$ cat config.mk
export PLATFORM = sky130hd
export DESIGN_NAME = hazard_ctrl_flat
export DESIGN_NICKNAME = d
export VERILOG_FILES = /design/src/rtl/hazard_ctrl_pkg.sv /design/src/rtl/hazard_ctrl_if.sv /design/src/rtl/hazard_ctrl_load_use_detect.sv /design/src/rtl/hazard_ctrl.sv /design/src/flat_wrapper.sv
export SDC_FILE = /design/constraint.sdc
export NUM_CORES = 1
export LEC_CHECK = 0
export CORE_ASPECT_RATIO = 1.75
export CORE_MARGIN = 2
export CORE_UTILIZATION = 44
export DETAILED_ROUTE_END_ITERATION = 12
export PLACE_DENSITY = 0.77
export SETUP_SLACK_MARGIN = 0.3
export SYNTH_ARGS = -nofsm -noshare
export SYNTH_HDL_FRONTEND = slang
export SYNTH_SLANG_ARGS = --single-unit
$ cat constraint.sdc
create_clock -name clk -period 2.7 [get_ports clk]
set_clock_uncertainty 0.2 [all_clocks]
set_input_delay 0.405 -clock clk [delete_from_list [all_inputs] [get_ports clk]]
set_output_delay 0.405 -clock clk [all_outputs]
set_load 0.01 [all_outputs]
$ cat src/rtl/hazard_ctrl_pkg.sv
// Shared types for the hazard controller: fetch tracking states and the
// decode/execute fields needed for load-use detection.
package hazard_ctrl_pkg;

  localparam int unsigned REG_W          = 5;
  localparam int unsigned LU_BUBBLES_MAX = 3;
  localparam int unsigned LU_CNT_W       = 2;

  typedef enum logic [1:0] {
    F_IDLE,
    F_BUSY,
    F_DROP
  } fetch_state_t;

  typedef struct packed {
    logic             valid;
    logic [REG_W-1:0] rs1;
    logic [REG_W-1:0] rs2;
    logic             rs1_used;
    logic             rs2_used;
  } id_fields_t;

  typedef struct packed {
    logic             valid;
    logic             is_load;
    logic [REG_W-1:0] rd;
  } ex_fields_t;

endpackage

$ cat src/rtl/hazard_ctrl_if.sv
// Pipeline <-> hazard controller signal bundle. The pipeline is the master,
// the controller is the slave.
interface hazard_ctrl_if #(
  parameter int unsigned CNT_W = 32
);
  import hazard_ctrl_pkg::*;

  logic             id_valid;
  logic [REG_W-1:0] id_rs1_s;
  logic [REG_W-1:0] id_rs2_s;
  logic             id_rs1_used;
  logic             id_rs2_used;
  logic             ex_valid;
  logic             ex_is_load;
  logic [REG_W-1:0] ex_rd_s;
  logic             ex_redirect;
  logic             imem_rqst;
  logic             imem_resp;
  logic             dmem_rqst;
  logic             dmem_resp;

  logic             pc_we;
  logic             if_id_we;
  logic             id_ex_we;
  logic             ex_mem_we;
  logic             mem_wb_we;
  logic             id_ex_bubble;
  logic             if_id_flush;
  logic             imem_drop;
  logic [CNT_W-1:0] stall_cnt;
  logic [CNT_W-1:0] flush_cnt;

  modport slave (
    input  id_valid, id_rs1_s, id_rs2_s, id_rs1_used, id_rs2_used,
    input  ex_valid, ex_is_load, ex_rd_s, ex_redirect,
    input  imem_rqst, imem_resp, dmem_rqst, dmem_resp,
    output pc_we, if_id_we, id_ex_we, ex_mem_we, mem_wb_we,
    output id_ex_bubble, if_id_flush, imem_drop, stall_cnt, flush_cnt
  );

  modport master (
    output id_valid, id_rs1_s, id_rs2_s, id_rs1_used, id_rs2_used,
    output ex_valid, ex_is_load, ex_rd_s, ex_redirect,
    output imem_rqst, imem_resp, dmem_rqst, dmem_resp,
    input  pc_we, if_id_we, id_ex_we, ex_mem_we, mem_wb_we,
    input  id_ex_bubble, if_id_flush, imem_drop, stall_cnt, flush_cnt
  );

endinterface

$ cat src/rtl/hazard_ctrl_load_use_detect.sv
// Flags a decode instruction that reads the destination of a load still in
// EX, i.e. a dependency forwarding cannot cover. x0 never creates a hazard.
module load_use_detect
  import hazard_ctrl_pkg::*;
(
  input  id_fields_t id,
  input  ex_fields_t ex,
  output logic       lu_hit_c
);

  logic rs1_match;
  logic rs2_match;

  assign rs1_match = id.rs1_used && (id.rs1 == ex.rd);
  assign rs2_match = id.rs2_used && (id.rs2 == ex.rd);
  assign lu_hit_c  = id.valid && ex.valid && ex.is_load && (ex.rd != '0) &&
                     (rs1_match || rs2_match);

endmodule

$ cat src/rtl/hazard_ctrl.sv
// Pipeline sequencing controller: per-cycle advance/bubble/flush decisions for
// memory waits, load-use hazards and EX redirects, plus stall/flush counters.
module hazard_ctrl
  import hazard_ctrl_pkg::*;
#(
  parameter int unsigned LU_BUBBLES = 1,
  parameter int unsigned CNT_W      = 32
) (
  input logic         clk,
  input logic         rst,
  hazard_ctrl_if.slave bus
);

  fetch_state_t        fetch_q, fetch_d;
  logic                dmem_busy_q;
  logic [LU_CNT_W-1:0] lu_cnt_q, lu_cnt_d;
  logic [CNT_W-1:0]    stall_cnt_q;
  logic [CNT_W-1:0]    flush_cnt_q;

  logic freeze_c;
  logic redirect_now_c;
  logic lu_hit_c;
  logic pc_we_c, if_id_we_c, id_ex_we_c, ex_mem_we_c, mem_wb_we_c;
  logic id_ex_bubble_c, if_id_flush_c, imem_drop_c;

  id_fields_t id_f;
  ex_fields_t ex_f;

  assign id_f = '{valid: bus.id_valid, rs1: bus.id_rs1_s, rs2: bus.id_rs2_s,
                  rs1_used: bus.id_rs1_used, rs2_used: bus.id_rs2_used};
  assign ex_f = '{valid: bus.ex_valid, is_load: bus.ex_is_load, rd: bus.ex_rd_s};

  load_use_detect u_lu (
    .id       (id_f),
    .ex       (ex_f),
    .lu_hit_c (lu_hit_c)
  );

  // Any outstanding memory access without its response holds the whole pipe.
  assign freeze_c = (dmem_busy_q && !bus.dmem_resp) ||
                    (fetch_q == F_BUSY && !bus.imem_resp) ||
                    (fetch_q == F_DROP);
  assign redirect_now_c = bus.ex_valid && bus.ex_redirect && !freeze_c;

  always_comb begin
    fetch_d        = fetch_q;
    lu_cnt_d       = lu_cnt_q;
    pc_we_c        = 1'b0;
    if_id_we_c     = 1'b0;
    id_ex_we_c     = 1'b0;
    ex_mem_we_c    = 1'b0;
    mem_wb_we_c    = 1'b0;
    id_ex_bubble_c = 1'b0;
    if_id_flush_c  = 1'b0;
    imem_drop_c    = 1'b0;

    unique case (fetch_q)
      F_IDLE: begin
        if (bus.imem_rqst) fetch_d = F_BUSY;
      end
      F_BUSY: begin
        if (bus.imem_resp) begin
          imem_drop_c = redirect_now_c;
          fetch_d     = bus.imem_rqst ? F_BUSY : F_IDLE;
        end else if (redirect_now_c) begin
          fetch_d = F_DROP;
        end
      end
      F_DROP: begin
        imem_drop_c = bus.imem_resp;
        if (bus.imem_resp) fetch_d = bus.imem_rqst ? F_BUSY : F_IDLE;
      end
      default: fetch_d = F_IDLE;
    endcase

    if (freeze_c) begin
      lu_cnt_d = lu_cnt_q;
    end else if (redirect_now_c) begin
      pc_we_c        = 1'b1;
      if_id_flush_c  = 1'b1;
      id_ex_we_c     = 1'b1;
      id_ex_bubble_c = 1'b1;
      ex_mem_we_c    = 1'b1;
      mem_wb_we_c    = 1'b1;
      lu_cnt_d       = '0;
    end else if (lu_hit_c || lu_cnt_q != '0) begin
      id_ex_we_c     = 1'b1;
      id_ex_bubble_c = 1'b1;
      ex_mem_we_c    = 1'b1;
      mem_wb_we_c    = 1'b1;
      lu_cnt_d       = (lu_hit_c && lu_cnt_q == '0) ? LU_CNT_W'(LU_BUBBLES - 1)
                                                    : lu_cnt_q - LU_CNT_W'(1);
    end else begin
      pc_we_c     = 1'b1;
      if_id_we_c  = 1'b1;
      id_ex_we_c  = 1'b1;
      ex_mem_we_c = 1'b1;
      mem_wb_we_c = 1'b1;
    end

    // Reset overrides everything and keeps IF/ID invalid.
    if (rst) begin
      pc_we_c        = 1'b0;
      if_id_we_c     = 1'b0;
      id_ex_we_c     = 1'b0;
      ex_mem_we_c    = 1'b0;
      mem_wb_we_c    = 1'b0;
      id_ex_bubble_c = 1'b0;
      if_id_flush_c  = 1'b1;
      imem_drop_c    = 1'b0;
    end
  end

  always_ff @(posedge clk or posedge rst) begin
    if (rst) begin
      fetch_q     <= F_IDLE;
      dmem_busy_q <= 1'b0;
      lu_cnt_q    <= '0;
      stall_cnt_q <= '0;
      flush_cnt_q <= '0;
    end else begin
      fetch_q     <= fetch_d;
      dmem_busy_q <= bus.dmem_rqst || (dmem_busy_q && !bus.dmem_resp);
      lu_cnt_q    <= lu_cnt_d;
      if (!pc_we_c && stall_cnt_q != '1)   stall_cnt_q <= stall_cnt_q + CNT_W'(1);
      if (redirect_now_c && flush_cnt_q != '1) flush_cnt_q <= flush_cnt_q + CNT_W'(1);
    end
  end

  assign bus.pc_we        = pc_we_c;
  assign bus.if_id_we     = if_id_we_c;
  assign bus.id_ex_we     = id_ex_we_c;
  assign bus.ex_mem_we    = ex_mem_we_c;
  assign bus.mem_wb_we    = mem_wb_we_c;
  assign bus.id_ex_bubble = id_ex_bubble_c;
  assign bus.if_id_flush  = if_id_flush_c;
  assign bus.imem_drop    = imem_drop_c;
  assign bus.stall_cnt    = stall_cnt_q;
  assign bus.flush_cnt    = flush_cnt_q;

endmodule
$ cat src/flat_wrapper.sv
// flat-port wrapper written by rule: the top's interface ports become plain ports
module hazard_ctrl_flat import hazard_ctrl_pkg::*;
#(
  parameter int unsigned LU_BUBBLES = 1,
  parameter int unsigned CNT_W      = 32
)
  (clk, rst, bus_id_valid, bus_id_rs1_s, bus_id_rs2_s, bus_id_rs1_used, bus_id_rs2_used, bus_ex_valid, bus_ex_is_load, bus_ex_rd_s, bus_ex_redirect, bus_imem_rqst, bus_imem_resp, bus_dmem_rqst, bus_dmem_resp, bus_pc_we, bus_if_id_we, bus_id_ex_we, bus_ex_mem_we, bus_mem_wb_we, bus_id_ex_bubble, bus_if_id_flush, bus_imem_drop, bus_stall_cnt, bus_flush_cnt);
  hazard_ctrl_if #(.CNT_W(CNT_W)) bus_i ();
  input logic clk;
  input logic rst;
  input wire logic [$bits(bus_i.id_valid)-1:0] bus_id_valid;
  input wire logic [$bits(bus_i.id_rs1_s)-1:0] bus_id_rs1_s;
  input wire logic [$bits(bus_i.id_rs2_s)-1:0] bus_id_rs2_s;
  input wire logic [$bits(bus_i.id_rs1_used)-1:0] bus_id_rs1_used;
  input wire logic [$bits(bus_i.id_rs2_used)-1:0] bus_id_rs2_used;
  input wire logic [$bits(bus_i.ex_valid)-1:0] bus_ex_valid;
  input wire logic [$bits(bus_i.ex_is_load)-1:0] bus_ex_is_load;
  input wire logic [$bits(bus_i.ex_rd_s)-1:0] bus_ex_rd_s;
  input wire logic [$bits(bus_i.ex_redirect)-1:0] bus_ex_redirect;
  input wire logic [$bits(bus_i.imem_rqst)-1:0] bus_imem_rqst;
  input wire logic [$bits(bus_i.imem_resp)-1:0] bus_imem_resp;
  input wire logic [$bits(bus_i.dmem_rqst)-1:0] bus_dmem_rqst;
  input wire logic [$bits(bus_i.dmem_resp)-1:0] bus_dmem_resp;
  output wire logic [$bits(bus_i.pc_we)-1:0] bus_pc_we;
  output wire logic [$bits(bus_i.if_id_we)-1:0] bus_if_id_we;
  output wire logic [$bits(bus_i.id_ex_we)-1:0] bus_id_ex_we;
  output wire logic [$bits(bus_i.ex_mem_we)-1:0] bus_ex_mem_we;
  output wire logic [$bits(bus_i.mem_wb_we)-1:0] bus_mem_wb_we;
  output wire logic [$bits(bus_i.id_ex_bubble)-1:0] bus_id_ex_bubble;
  output wire logic [$bits(bus_i.if_id_flush)-1:0] bus_if_id_flush;
  output wire logic [$bits(bus_i.imem_drop)-1:0] bus_imem_drop;
  output wire logic [$bits(bus_i.stall_cnt)-1:0] bus_stall_cnt;
  output wire logic [$bits(bus_i.flush_cnt)-1:0] bus_flush_cnt;
  assign bus_i.id_valid = bus_id_valid;
  assign bus_i.id_rs1_s = bus_id_rs1_s;
  assign bus_i.id_rs2_s = bus_id_rs2_s;
  assign bus_i.id_rs1_used = bus_id_rs1_used;
  assign bus_i.id_rs2_used = bus_id_rs2_used;
  assign bus_i.ex_valid = bus_ex_valid;
  assign bus_i.ex_is_load = bus_ex_is_load;
  assign bus_i.ex_rd_s = bus_ex_rd_s;
  assign bus_i.ex_redirect = bus_ex_redirect;
  assign bus_i.imem_rqst = bus_imem_rqst;
  assign bus_i.imem_resp = bus_imem_resp;
  assign bus_i.dmem_rqst = bus_dmem_rqst;
  assign bus_i.dmem_resp = bus_dmem_resp;
  assign bus_pc_we = bus_i.pc_we;
  assign bus_if_id_we = bus_i.if_id_we;
  assign bus_id_ex_we = bus_i.id_ex_we;
  assign bus_ex_mem_we = bus_i.ex_mem_we;
  assign bus_mem_wb_we = bus_i.mem_wb_we;
  assign bus_id_ex_bubble = bus_i.id_ex_bubble;
  assign bus_if_id_flush = bus_i.if_id_flush;
  assign bus_imem_drop = bus_i.imem_drop;
  assign bus_stall_cnt = bus_i.stall_cnt;
  assign bus_flush_cnt = bus_i.flush_cnt;
  hazard_ctrl #(.LU_BUBBLES(LU_BUBBLES), .CNT_W(CNT_W)) u_core (.clk(clk), .rst(rst), .bus(bus_i));
endmodule
# Word-level counts from Yosys, hierarchy flattened
# Index checks and enable logic that the tools add are counted.
[classes] n_addsub=3 shifts=0 n_mux=28 div=0 multipliers=0 bitwise=1 magnitude_cmp=0 n_eq_ne=9 n_reduce_logical=29
[ops] op="$add A32 B1 Y32 const B" count=2
[ops] op="$ne A32 B32 Y1 const B" count=2
[ops] op="$mux W1" count=19
[ops] op="$mux W2" count=7
[ops] op="$logic_and A1 B1 Y1" count=13
[ops] op="$eq A5 B5 Y1" count=2
[ops] op="$pmux W2 S3" count=1
[ops] op="$logic_or A1 B1 Y1" count=5
[ops] op="$reduce_bool A5 Y1" count=1
[ops] op="$logic_not A1 Y1" count=4
[ops] op="$logic_not A2 Y1" count=2
[ops] op="$ne A2 B2 Y1 const B" count=2
[ops] op="$reduce_bool A2 Y1" count=2
[ops] op="$ne A3 B2 Y1 const B" count=1
[ops] op="$reduce_and A3 Y1" count=1
[ops] op="$eq A2 B1 Y1 const B" count=1
[ops] op="$eq A2 B2 Y1 const B" count=1
[ops] op="$pmux W1 S2" count=1
[ops] op="$reduce_and A2 Y1" count=1
[ops] op="$sub A2 B1 Y2 const B" count=1
[ops] op="$not A1 Y1" count=1
[totals] latch_bits=0 romBits=0 output_inout_bits=72 ram_bits=0 n_memories=0 word_cells=75 ff_bits=69

# Depth between registers and ports, before layout
[depth] ltp_word=11 ltp_mapped=9 ltp_nobuf=8

# Cells and area by module
# A second synthesis with hierarchy kept.
[hier_totals] cells_unflattened=351 area_unflattened_um2=3673.5
[modules_own_cells] mod="hazard_ctrl" area_per_inst_um2=3542.1 seq_area_each_um2=1726.7 instances=1 cells_per_inst=334
[modules_own_cells] mod="load_use_detect" area_per_inst_um2=131.4 seq_area_each_um2=0.0 instances=1 cells_per_inst=17

# Worst setup path before layout
# Ideal clock, no wire load.
[synth_timing] path_kind="input-to-output" start="input port rst" end="output port bus_imem_drop" required_time_ns=2.095 setup_slack_ns=-0.200 n_path_buf=0 stages=2 arrival_ns=2.295 cell_sequence="inv_1 and4_1"
[synth_via] elab_chain_len=1
[synth_lines] item="start, declared" line="flat_wrapper.sv:10" rtl="input logic rst;"
[synth_lines] item="$mux W1" line="hazard_ctrl.sv:102" rtl="if (rst) begin"
[synth_lines] item="end, declared" line="flat_wrapper.sv:31" rtl="output wire logic [$bits(bus_i.imem_drop)-1:0] bus_imem_drop;"
# No other way between the ends.

# Final worst setup path
[layout_timing] start="register u_core.fetch_q[0]" end="output port bus_pc_we"
[layout_via] elab_chain_len=9 word_cells_on_any_way=10
[layout_lines] item="start, declared" line="hazard_ctrl.sv:14" rtl="fetch_state_t fetch_q, fetch_d;"
[layout_lines] item="start signal, assigned" line="hazard_ctrl.sv:122" rtl="fetch_q <= fetch_d;"
[layout_lines] item="$eq A2 B1 Y1" line="hazard_ctrl.sv:41" rtl="(fetch_q == F_BUSY && !bus.imem_resp) ||"
[layout_lines] item="$logic_and A1 B1 Y1" line="hazard_ctrl.sv:41"
[layout_lines] item="$logic_or A1 B1 Y1" line="hazard_ctrl.sv:40" rtl="assign freeze_c = (dmem_busy_q && !bus.dmem_resp) ||"
[layout_lines] item="$logic_or A1 B1 Y1 *" line="hazard_ctrl.sv:41"
[layout_lines] item="$logic_not A1 Y1" line="hazard_ctrl.sv:43" rtl="assign redirect_now_c = bus.ex_valid && bus.ex_redirect && !freeze_c;"
[layout_lines] item="$logic_and A1 B1 Y1" line="hazard_ctrl.sv:43"
[layout_lines] item="$mux W1" line="hazard_ctrl.sv:78" rtl="end else if (redirect_now_c) begin"
[layout_lines] item="$mux W1 *" line="hazard_ctrl.sv:76" rtl="if (freeze_c) begin"
[layout_lines] item="$mux W1 *" line="hazard_ctrl.sv:102"
[layout_lines] item="end, declared" line="flat_wrapper.sv:24" rtl="output wire logic [$bits(bus_i.pc_we)-1:0] bus_pc_we;"
# Every way passes the cells marked *; elsewhere a longest branch is shown, timed or not.

==> results.toml <==
[cts]
clk_pin_slew_ps = 50
cts.path.max_buffers = 2
cts.sinks = 69
cts-root-buf = "clkbuf_16"
htreeDepth = 3
cts_tree = "built"
clock_latency_ps = 330
cts-buffers-inserted = 9

[floorplan]
die_area_um2 = 9098
boundaryPins = 99
coreArea_um2 = 8203
row_count = 44
die_h_um = 124.7
die_w_um = 72.97
start_util_pct = 44.65

[global_routing]
grt_max_degree = 36
grt-ovfl-total = 0
grtUsageTotal_pct = 21.12
grt_pass1_wl_mm = 15.21
antenna_found_initial = 0
first_global_vias = 3178

[critical_path]
crit_arrival_ps = 2060
cp_data_required_time_ps = 2100
critPathKind = "flop to output pin"
r2r_end = "u_core.bus.stall_cnt[27]"
crit_fanout = 3
cp-start-kind = "flop"
r2r_start = "u_core.fetch_q[0]"
endpoint_kind = "output pin"
r2r_setup_slack_ps = 100
r2r_cells = 10

[routing]
vias_per_cell = 5.592
avgRoutedWirePerCell_um = 16.60
wl_mm = 9.729
drc = 0
firstDrtPassIters = 4
antenna_left = 0
vias = 3277
dr.first_iter.drc_count = 136

[logic_synthesis]
syn_inst = 340
synthFlopType = "dfrtp_1"
synth_area_um2 = 3662
synth_cell_types = 51
synth-async-reset-ratio_pct = 100.0
synth_top_area_cell = "dfrtp_1"
yosysTopAreaCellShare_pct = 47.15
ys_seq_area_share_pct = 47.15
synth_seq_cells = 69
ys_warn_count = 0
synth_edf_count = 0
synth_area_per_cell_um2 = 10.77
synth_nets = 373
netlist_top_cells_area = "dfrtp_1, xnor2_1, xor2_1"

[timing]
tns_ps = 0
max_slew_margin_pct = 67.49
worst_slew_pin_slew_ps = 485.0
rsz0062_at_grt = "yes"
layout_min_cycle_time_ps = 2666
timing.final.ws_setup_ps = 33.88
fin_crit_sh_pct = 98.75
setup_viol = 0
slew_viol_final = 0
fmax_ghz = 0.3751
finalHoldViolCount = 0

[layout]
diodes = 0
layout_common_cells = "clkdlybuf4s50_1, dfrtp_1, buf_4"
final_common_cell = "clkdlybuf4s50_1"
drive_above_1_share_pct = 28.95
seq_area_um2 = 1727
multi_input_area_um2 = 2181
nets = 523
synthToLayoutAreaGrowth_pct = 59.79
fill_cells = 572

[worst_hold_path]
hold_path.class = "primary input to asynchronous set/reset pin"

[place]
io_buffer_count = 98
dp_slack_ps = -449.6
dp_hpwl_mm = 6.558
gp_congestion = 0.8676

[pwr]
vdd_drop_max_mv = 0.5235
power_density_nw_per_um2 = 652.9
power.leakage_uw = 0.002440

[flow_run]
drv_cap = 0

[outcome]
run_status = "finished, final reports clean"
==> area by class of cell <==
type / instances / share of cell area [%]
multi-input combinational: 247 / 37.27
sequential: 69 / 29.51
timing repair buffer: 150 / 24.97
clock buffer: 11 / 4.148
tap: 92 / 1.967
clock inverter: 4 / 1.240
inverter: 13 / 0.8980
==> critical path: stages, from the launching register on <==
cell and delay [ps]:
dfrtp_1 430, ha_4 180, nor2b_4 130, buf_6 110, or4bb_1 460, o2bb2ai_1 130, o21bai_4 160, buf_6 130
==> power by group <==
group | total [µW] | internal (µW) | switching [µW]
sequential | 1410 | 1190 | 221
combinational | 1160 | 684 | 479
clock | 1240 | 826 | 417
==> per-layer routing <==
metal	vias up	track usage (%)	part of all wire, %
met4	0	9.913	2.8
li1	1521	-	-
met3	23	3.398	3.7
met2	106	37.22	58
met5	-	0	0
met1	1627	24.01	36
==> cells in the mapped netlist, types with 2 or more instances <==
cell type  count
buf_4          5
nor4b_1        3
inv_1         13
nor2_2         3
nor4_1        16
nor4_2         2
or3_4          2
clkbuf_1       2
nand2_1       25
nor3_1        11
a21oi_1        2
and4_1         8
nor2b_1        2
and3_1         9
o22ai_1        2
a31oi_2        2
mux2_2         2
and2_1         6
dfrtp_1       69
and4bb_1       2
nor2_1         9
nand4_1       18
or3_1          2
xnor2_1       39
ha_1           6
xor2_1        32
buf_2          3
nand3_1       22
==> per-stage QoR <==
step	hold WS (ps)	instances	total power [µW]	util, %	instance area, µm²
2_1_floorplan	306.9	340	1851	-	3684
3_3_place_gp	273.1	545	2348	59.93	4916
3_5_place_dp	275.3	545	2380	59.93	4916
4_1_cts	245.4	575	3705	66.61	5464
5_1_grt	278.3	586	4007	71.34	5852
6_report	246.4	586	3821	71.34	5852
==> sequential cells by signal, summed over array words and instances, names as in the netlist <==
signal / count
u_core.bus.flush_cnt: 32
u_core.dmem_busy_q: 1
u_core.fetch_q: 2
u_core.lu_cnt_q: 2
u_core.bus.stall_cnt: 32
==> worst max path at each step <==
stage / from / cells after the start / slack, ps / endpoint
after global routing: u_core.fetch_q[1] / 8 / -20 / bus_pc_we
after CTS: u_core.fetch_q[1] / 8 / 10 / bus_pc_we
after floorplan: rst / 2 / 300 / bus_imem_drop
after detailed placement: bus_ex_rd_s[1] / 7 / -450 / bus_if_id_we
final: u_core.fetch_q[0] / 7 / 30 / bus_pc_we
after global placement: bus_ex_rd_s[1] / 7 / -330 / bus_if_id_we
==> cells by family (layout without fill, tap and decap cells) <==
logic type                 after synthesis  count (layout)  synth area share, %
AOI/OAI and AO/OA                       16              16                3.587
xor gates and xnor gates                71              71                16.98
adders and majority gates                6               6                2.050
buffers and inverters                   24             178                3.280
DFF                                     69              69                47.15
muxes                                    4               4                1.332
and+or+nand+nor                        150             150                25.62
==> what timing repair did <==
item | in CTS | in global routing
resized for setup | 53 | 65
buffers inserted | 14 | 9
cloned | 1 | 2
setup endpoints to repair | 61 | 72
pin swaps | 7 | 14
hold buffers | 0 | 0
No activity file was read; power rests on OpenSTA's default activity.
